## src/rtl/stopwatch_pkg.sv

```systemverilog
// stopwatch_pkg: shared types and digit limits for the stopwatch core.
package stopwatch_pkg;

    typedef enum logic [1:0] {IDLE, RUN, PAUSE} sw_state_t;

    typedef logic [3:0] bcd_t;

    localparam bcd_t        DIG_MAX      = 4'd9;
    localparam bcd_t        SEC_T_MAX    = 4'd5;
    localparam logic [23:0] MAX_TIME_BCD = 24'h995999;

endpackage

```

## src/rtl/stopwatch_if.sv

```systemverilog
// stopwatch_if: command/tic inputs and display/status outputs of the stopwatch core.
interface stopwatch_if;

    logic        i_tic;
    logic        i_start_stop;
    logic        i_clear;
    logic        i_lap;
    logic [23:0] o_time_bcd;
    logic        o_running;
    logic        o_ovf;
    logic        o_cs_tick;

    modport master (
        output i_tic, i_start_stop, i_clear, i_lap,
        input  o_time_bcd, o_running, o_ovf, o_cs_tick
    );

    modport slave (
        input  i_tic, i_start_stop, i_clear, i_lap,
        output o_time_bcd, o_running, o_ovf, o_cs_tick
    );

endinterface

```

## src/rtl/stopwatch_bcd_digit.sv

```systemverilog
// bcd_digit: one BCD counter stage 0..LIMIT with ripple-free carry-out for the stopwatch chain.
module bcd_digit
    import stopwatch_pkg::*;
#(
    parameter bcd_t LIMIT = DIG_MAX
) (
    input  logic clk,
    input  logic rst,
    input  logic clr,
    input  logic inc,
    output bcd_t q,
    output logic carry
);

    bcd_t r_q;

    always_ff @(posedge clk)
        r_q <= (!rst || clr) ? '0 : inc ? ((r_q == LIMIT) ? '0 : r_q + 4'd1) : r_q;

    assign q     = r_q;
    assign carry = inc && (r_q == LIMIT);

endmodule

```

## src/rtl/stopwatch_ctrl.sv

```systemverilog
// stopwatch_ctrl: MM:SS.CC stopwatch with start/stop/clear FSM and tic prescaler.
// Optional lap display hold is enabled by defining STOPWATCH_LAP_HOLD_EN.
module stopwatch_ctrl
    import stopwatch_pkg::*;
#(
    parameter int TIC_DIV    = 10,
    parameter bit SAT_AT_MAX = 1'b1
) (
    input logic        clk,
    input logic        rst,
    stopwatch_if.slave sw
);

    localparam int            PW       = (TIC_DIV > 1) ? $clog2(TIC_DIV) : 1;
    localparam logic [PW-1:0] PRE_LAST = PW'(TIC_DIV - 1);

    sw_state_t     r_state;
    sw_state_t     w_next;
    logic [PW-1:0] r_pre;
    logic          r_ovf;
    logic          r_cs_tick;
    logic          w_cnt;
    logic          w_inc;
    logic          w_sat;
    logic          w_step;
    logic          w_at_max;
    logic [5:0]    w_carry;
    bcd_t          w_cs_u, w_cs_t, w_sec_u, w_sec_t, w_min_u, w_min_t;
    logic [23:0]   w_live;

    always_ff @(posedge clk)
        r_state <= !rst ? IDLE : w_next;

    // A saturating increment at 99:59.99 is swallowed: digits hold and no cs_tick.
    always_comb begin
        w_next = r_state;
        if (sw.i_clear)
            w_next = IDLE;
        else if (sw.i_start_stop)
            w_next = (r_state == RUN) ? PAUSE : RUN;
        w_cnt  = (r_state == RUN) && sw.i_tic && !sw.i_clear;
        w_inc  = w_cnt && (r_pre == PRE_LAST);
        w_sat  = w_inc && w_at_max && SAT_AT_MAX;
        w_step = w_inc && !w_sat;
    end

    always_ff @(posedge clk)
        r_pre <= (!rst || sw.i_clear) ? '0 : !w_cnt ? r_pre : (r_pre == PRE_LAST) ? '0 : r_pre + 1'b1;

    always_ff @(posedge clk) begin
        r_ovf     <= (!rst || sw.i_clear) ? 1'b0 : (r_ovf || w_sat || w_carry[5]);
        r_cs_tick <= rst && w_step;
    end

    bcd_digit #(.LIMIT(DIG_MAX)) u_cs_u (
        .clk(clk), .rst(rst), .clr(sw.i_clear), .inc(w_step), .q(w_cs_u), .carry(w_carry[0])
    );
    bcd_digit #(.LIMIT(DIG_MAX)) u_cs_t (
        .clk(clk), .rst(rst), .clr(sw.i_clear), .inc(w_carry[0]), .q(w_cs_t), .carry(w_carry[1])
    );
    bcd_digit #(.LIMIT(DIG_MAX)) u_sec_u (
        .clk(clk), .rst(rst), .clr(sw.i_clear), .inc(w_carry[1]), .q(w_sec_u), .carry(w_carry[2])
    );
    bcd_digit #(.LIMIT(SEC_T_MAX)) u_sec_t (
        .clk(clk), .rst(rst), .clr(sw.i_clear), .inc(w_carry[2]), .q(w_sec_t), .carry(w_carry[3])
    );
    bcd_digit #(.LIMIT(DIG_MAX)) u_min_u (
        .clk(clk), .rst(rst), .clr(sw.i_clear), .inc(w_carry[3]), .q(w_min_u), .carry(w_carry[4])
    );
    bcd_digit #(.LIMIT(DIG_MAX)) u_min_t (
        .clk(clk), .rst(rst), .clr(sw.i_clear), .inc(w_carry[4]), .q(w_min_t), .carry(w_carry[5])
    );

    assign w_live       = {w_min_t, w_min_u, w_sec_t, w_sec_u, w_cs_t, w_cs_u};
    assign w_at_max     = (w_live == MAX_TIME_BCD);
    assign sw.o_running = (r_state == RUN);
    assign sw.o_ovf     = r_ovf;
    assign sw.o_cs_tick = r_cs_tick;

`ifdef STOPWATCH_LAP_HOLD_EN
    logic        r_hold;
    logic [23:0] r_snap;

    // Entering PAUSE releases the hold even if lap arrives in the same cycle.
    always_ff @(posedge clk)
        r_hold <= (!rst || sw.i_clear) ? 1'b0 :
                  (r_state != RUN) ? r_hold :
                  sw.i_start_stop ? 1'b0 :
                  sw.i_lap ? !r_hold : r_hold;

    always_ff @(posedge clk)
        r_snap <= (r_state == RUN && sw.i_lap && !r_hold) ? w_live : r_snap;

    assign sw.o_time_bcd = r_hold ? r_snap : w_live;
`else
    logic w_unused_lap;

    assign w_unused_lap  = sw.i_lap;
    assign sw.o_time_bcd = w_live;
`endif

endmodule

```

## src/flat_wrapper.sv

```systemverilog
// flat-port wrapper written by rule: the top's interface ports become plain ports
module stopwatch_ctrl_flat import stopwatch_pkg::*;
#(
    parameter int TIC_DIV    = 10,
    parameter bit SAT_AT_MAX = 1'b1
)
  (clk, rst, sw_i_tic, sw_i_start_stop, sw_i_clear, sw_i_lap, sw_o_time_bcd, sw_o_running, sw_o_ovf, sw_o_cs_tick);
  stopwatch_if sw_i ();
  input logic clk;
  input logic rst;
  input wire logic [$bits(sw_i.i_tic)-1:0] sw_i_tic;
  input wire logic [$bits(sw_i.i_start_stop)-1:0] sw_i_start_stop;
  input wire logic [$bits(sw_i.i_clear)-1:0] sw_i_clear;
  input wire logic [$bits(sw_i.i_lap)-1:0] sw_i_lap;
  output wire logic [$bits(sw_i.o_time_bcd)-1:0] sw_o_time_bcd;
  output wire logic [$bits(sw_i.o_running)-1:0] sw_o_running;
  output wire logic [$bits(sw_i.o_ovf)-1:0] sw_o_ovf;
  output wire logic [$bits(sw_i.o_cs_tick)-1:0] sw_o_cs_tick;
  assign sw_i.i_tic = sw_i_tic;
  assign sw_i.i_start_stop = sw_i_start_stop;
  assign sw_i.i_clear = sw_i_clear;
  assign sw_i.i_lap = sw_i_lap;
  assign sw_o_time_bcd = sw_i.o_time_bcd;
  assign sw_o_running = sw_i.o_running;
  assign sw_o_ovf = sw_i.o_ovf;
  assign sw_o_cs_tick = sw_i.o_cs_tick;
  stopwatch_ctrl #(.TIC_DIV(TIC_DIV), .SAT_AT_MAX(SAT_AT_MAX)) u_core (.clk(clk), .rst(rst), .sw(sw_i));
endmodule
```

## config.mk

```make
export PLATFORM = sky130hd
export DESIGN_NAME = stopwatch_ctrl_flat
export DESIGN_NICKNAME = d
export VERILOG_FILES = /design/src/rtl/stopwatch_pkg.sv /design/src/rtl/stopwatch_if.sv /design/src/rtl/stopwatch_bcd_digit.sv /design/src/rtl/stopwatch_ctrl.sv /design/src/flat_wrapper.sv
export SDC_FILE = /design/constraint.sdc
export NUM_CORES = 1
export LEC_CHECK = 0
export BUFFER_PORTS_ARGS = -buffer_cell sky130_fd_sc_hd__buf_2
export CORE_MARGIN = 4
export CORE_UTILIZATION = 35
export DETAILED_ROUTE_END_ITERATION = 8
export GPL_TIMING_DRIVEN = 0
export PLACE_DENSITY = 0.53
export SLEW_MARGIN = 20
export SYNTH_ARGS = -nofsm -noshare
export SYNTH_HDL_FRONTEND = slang
export SYNTH_SLANG_ARGS = --single-unit
```

## constraint.sdc

```tcl
create_clock -name clk -period 2.4 [get_ports clk]
set_input_delay 0.12 -clock clk [delete_from_list [all_inputs] [get_ports clk]]
set_output_delay 0.12 -clock clk [all_outputs]
set_load 0.03 [all_outputs]
```

Word-level counts from Yosys, hierarchy flattened
Index checks and enable logic that the tools add are counted.
Widths: inputs -> output; s select.
Word-level totals
  register bits after elaboration: 32
  logic and storage cells: 54
Operators by class
  add/subtract/negate cells: 7
  equality and inequality tests: 9
  muxes and demuxes: 8
  bitwise operators: 1
  reduce and logical (&&, ||, !) cells: 19
Operators by type and width (number)
  $add 4x1->4 const B: 7
  $mux 4: 7
  $eq 24x24->1 const B: 1
  $eq 4x4->1 const B: 6
  $logic_and 1x1->1: 12
  $eq 4x3->1 const B: 1
  $logic_not 1->1: 3
  $logic_or 1x1->1: 3
  $eq 2x1->1 const B: 1
  $mux 2: 1
  $reduce_or 2->1: 1
  $not 1->1: 1

Logic depth before layout (Yosys ltp)
  depth in word-level cells: 14
  depth in mapped cells: 7

By module
From an unflattened synthesis, not the netlist that was laid out.
Unflattened totals
  cell total of the unflattened synthesis: 177
  area, all modules: 1574.0 um^2
Modules (own cells, without submodules)
  bcd_digit (u_core.u_cs_t ...): instances 5, cells each 22, area an instance 193.9 um^2
  stopwatch_ctrl: instances 1, cells each 47, area an instance 421.7 um^2
  bcd_digit (u_core.u_sec_t): instances 1, cells each 20, area an instance 182.7 um^2

Worst setup path after synthesis
No wires, ideal clock.
  kind: register to register
  start point: register u_core.u_cs_u.r_q[0] (netlist: u_core.u_cs_u.q[0])
  end point: register u_core.u_sec_u.r_q[3] (netlist: u_core.u_sec_u.q[3])
  arrival time: 1.779 ns
  required time: 2.284 ns
  slack: 0.505 ns
  stages on the path, launching flop included: 7
  path buffers: 1
  period minus slack after synthesis: 1.895 ns
  path through: dfxtp_1 > buf_2 > and4bb_4 > and2_2 > nand3_2 > o311a_1 > a31o_1
On the way
  word-level cells in the longest chain between the ends: 6
  elaborated cells on any way between the ends: 7
  those cells by class: 2 x eq/ne; 5 x reduce/logical
Ends and longest elaborated chain
  from (decl): line stopwatch_bcd_digit.sv:15  | bcd_t r_q;
  from (signal assigned): line stopwatch_bcd_digit.sv:18  | r_q <= (!rst || clr) ? '0 : inc ? ((r_q == LIMIT) ? '0 : r_q + 4'd1) : r_q;
  $eq 24x24->1: line stopwatch_ctrl.sv:75  | assign w_at_max = (w_live == MAX_TIME_BCD);
  $logic_and 1x1->1: line stopwatch_ctrl.sv:43  | w_sat = w_inc && w_at_max && SAT_AT_MAX;
  $logic_not 1->1: line stopwatch_ctrl.sv:44  | w_step = w_inc && !w_sat;
  $logic_and 1x1->1: line stopwatch_ctrl.sv:44
  $logic_and 1x1->1 (*) (2 in series): line stopwatch_bcd_digit.sv:21  | assign carry = inc && (r_q == LIMIT);
  to (signal assigned): line stopwatch_bcd_digit.sv:18
  to (decl): line stopwatch_bcd_digit.sv:15
Mark *: on every way between the ends. The rest lies on a longest branch, timed or not.
A chain may end at the register's enable or synchronous reset.

Worst setup path in the final report
  start point: register u_core.r_pre[3]
  end point: register u_core.u_min_t.r_q[0] (netlist: u_core.u_min_t.q[0])
On the way
  word-level cells in the longest chain between the ends: 10
Ends and longest elaborated chain
  from (decl): line stopwatch_ctrl.sv:19  | logic [PW-1:0] r_pre;
  from (signal assigned): line stopwatch_ctrl.sv:48  | r_pre <= (!rst || sw.i_clear) ? '0 : !w_cnt ? r_pre : (r_pre == PRE_LAST) ? '0 : r_pre + 1'b1;
  $eq 4x4->1 (*): line stopwatch_ctrl.sv:42  | w_inc = w_cnt && (r_pre == PRE_LAST);
  $logic_and 1x1->1 (*): line stopwatch_ctrl.sv:42
  $logic_and 1x1->1: line stopwatch_ctrl.sv:43
  $logic_not 1->1: line stopwatch_ctrl.sv:44
  $logic_and 1x1->1 (*): line stopwatch_ctrl.sv:44
  $logic_and 1x1->1 (*) (5 in series): line stopwatch_bcd_digit.sv:21
  to (signal assigned): line stopwatch_bcd_digit.sv:18
  to (decl): line stopwatch_bcd_digit.sv:15
Marks and branches as above.

==> run summary <==
Run status: finished clean
Crit path DAT: 1.91 ns
Clock-pin slew on the worst setup and hold paths: 0.07 ns
Vias: 1,449
Die height: 77.86 um
Slowest stage cell, crit path: nor4_1
Diodes inserted: 0
Top cells by area, synth: dfxtp_1 (38%), nor2_1 (5.9%), xor2_1 (4.1%)
Hold Path Cell Cnt: 2
Setup Fix Bufs, Post-CTS: 0
Setup_tns: 0 ns
R2R setup slack: 0.65 ns
Largest net degree at the start of global routing: 11
Max Cap Violations: 0
Worst-Skew Late Latency: 0.28 ns
First-pass GRT wire length: 6486 um
Yosys top cell area share: 37.51%
R2R cell count: 5
Crit-path cells: nor2b_1 > nand3_2 > nor4_1 > xnor2_1 > nor2_1
Period utilisation layout: 73.11%
Synthesized Nets: 197
Die width: 77.86 um
Element type at the critical path start: flip-flop
Top_reg_cell synth: dfxtp_1
Area leader, netlist: dfxtp_1
Slew @ Worst Pin: 0.5344 ns
Pre-antenna DRT Iters: 4
Crit Path Class: flip-flop to flip-flop
Syn Inst Count: 191
Worst reg2reg startpoint: u_core.r_pre[3]$_SDFFE_PP0N_
Min-Delay Path Class: input pin to flip-flop
CP max stage delay: 0.48 ns
Core area: 0.004723 mm^2
Synth Register Bits: 32
Final slew viol count: 0
Sequential fraction of the synthesis area: 37.51%
Area Overhead vs Synth: 19.27%
Worst EP required: 2.56 ns
Final wirelength: 3772 um
Top Ports: 33
DR vias/cell: 4.879
Crit Path Max Fanout: 9
Global placement routability congestion: 0.7850
Rel. slew slack: 64.37%
DRC: 0
Total clock sinks: 32
Post-route insts no fill: 297
R2R Path End: u_core.u_min_t.q[0]$_SDFFE_PP0P_
Vias in the first global route: 1,385
Netlist cell types: 48
Achievable clock frequency: 569.9 MHz
Crit end category: flip-flop
PwrDens: 486.2 mW/mm^2
Root cell of the clock tree: clkbuf_8
Count leader, synth: dfxtp_1
CTS max path bufs: 2
# rows: 25
CTS resizes: 0
TritonCTS Buffers: 5
Peak VDD IR: 0.0002931 V
Initial DRC count: 99
Buffers and inverters on the worst path: 0
Starting Density: 36.16%
Final Setup Violations: 0
Post-synth EDFFs: 0
Tot GR Track Use: 13.32%
YS warnings: 0
DR WL/cell: 12.70 um
Syn Std Cell Area: 0.001708 mm^2
# H-tree levels: 2
CTS Hold Buffers Added: 0
RSZ-0062 raised after global routing: false
Tmin final: 1.755 ns
Layout net count: 235
PortBufs: 31
Layout Skew: 0.002882 ns
Final HPWL DP: 2748 um
Routed Antenna Nets: 0
Synth top cells by count: dfxtp_1 (32), nor2_1 (27), nand2_1 (12)
Ys async rst share: 0%
Share of layout cells above drive strength 1: 25.65%
Lkg Pwr: 0.7834 nW
Post-placement cell count: 289
CTS tree: built
Initial antenna violation count: 0
Min-delay src: sw_i_start_stop
Final-report hold violation count: 0
Gr ovfl total: 0
Syn_area_per_cell: 8.942 um^2
Hold EP: u_core.r_state[0]$_SDFFE_PP0P_
Family with the most delay on the worst path: simple AND/OR/NAND/NOR gates
Die area: 0.006061 mm^2
[per-layer routing]
layer	share of wire [%]	vias to the layer above	track usage (%)
li1	-	752	-
met1	50	666	17.49
met2	45	24	20.46
met3	3.5	7	3.016
met4	1.8	0	6.406
met5	0	-	0
[state kept, by name, summed over array words and instances (netlist names)]
name and count:
u_core.u_min_t.q 4, u_core.u_cs_t.q 4, u_core.u_sec_u.q 4, u_core.r_state 2, u_core.u_cs_u.q 4, u_core.u_sec_t.q 4, u_core.sw.o_cs_tick 1, u_core.u_min_u.q 4
u_core.r_pre 4, u_core.sw.o_ovf 1
[per-stage QoR]
stage	hold WS (ns)	power (W)	setup WS, ns	utilization [%]	instance area (um^2)
after floorplan	0.2095	0.0005600	0.5052	-	1708
after global placement	0.3424	0.0005717	0.6118	41.22	1947
after detailed placement	0.3446	0.0005718	0.6537	41.22	1947
after CTS	0.03650	0.001006	0.6334	43.13	2037
after global routing	0.05812	0.001027	0.4217	43.13	2037
final	0.04578	0.0009903	0.6454	43.13	2037
[power breakdown]
part | switching (W) | internal [W] | total [W]
clock | 0.000197 | 0.000234 | 0.000431
combinational | 0.0000184 | 0.00000785 | 0.0000263
sequential | 0.000000573 | 0.000532 | 0.000533
[layout make-up]
| class | count | area [um^2] |
|---|---|---|
| flip-flops and latches | 32 | 640.6 |
| repair buffers | 31 | 155.1 |
| multi-input cells | 144 | 989.7 |
| well taps | 67 | 83.83 |
| inverters | 7 | 26.28 |
| plain buffers | 8 | 51.30 |
| clock buffers | 8 | 90.09 |
| fillers | 499 | 2686 |
[worst max path at each step]
stage / start / endpoint / slack (ns) / depth (start not counted)
6_report: u_core.r_pre[3]$_SDFFE_PP0N_ / u_core.u_min_t.q[0]$_SDFFE_PP0P_ / 0.65 / 5
3_5_place_dp: u_core.r_pre[3]$_SDFFE_PP0N_ / u_core.u_min_t.q[0]$_SDFFE_PP0P_ / 0.65 / 5
5_1_grt: u_core.r_pre[3]$_SDFFE_PP0N_ / u_core.u_min_t.q[0]$_SDFFE_PP0P_ / 0.42 / 5
2_1_floorplan: u_core.u_cs_u.q[0]$_SDFFE_PP0N_ / u_core.u_sec_u.q[3]$_SDFFE_PP0N_ / 0.51 / 6
3_3_place_gp: u_core.r_pre[3]$_SDFFE_PP0N_ / u_core.u_min_t.q[0]$_SDFFE_PP0P_ / 0.61 / 5
4_1_cts: u_core.r_pre[3]$_SDFFE_PP0N_ / u_core.u_min_t.q[0]$_SDFFE_PP0P_ / 0.63 / 5
[cells in the final DEF (no fill, tap or decap), types with 6 or more instances in the layout]
| master | n |
|---|---|
| xor2_1 | 8 |
| nand2_1 | 12 |
| o21ai_0 | 7 |
| nor2b_1 | 6 |
| inv_1 | 7 |
| mux2i_1 | 6 |
| buf_2 | 33 |
| a21oi_1 | 10 |
| dfxtp_1 | 32 |
| clkbuf_8 | 6 |
| nor2_1 | 27 |
| xnor2_1 | 6 |
[worst register-to-register path, stage by stage, from the launching register on]
cell     delay (ns)
dfxtp_1        0.35
nor2b_1        0.28
nand3_2        0.31
nor4_1         0.48
xnor2_1        0.17
nor2_1         0.05
[cells by family after synthesis]
kind of cell    after synthesis  synth area share [%]
compound gates               32                 11.94
xor+xnor                     14                 7.180
buf+inv                      15                 4.542
flops                        32                 37.51
mux                           6                 3.517
simple gates                 92                 35.31
(Power assumes the default switching activity.)
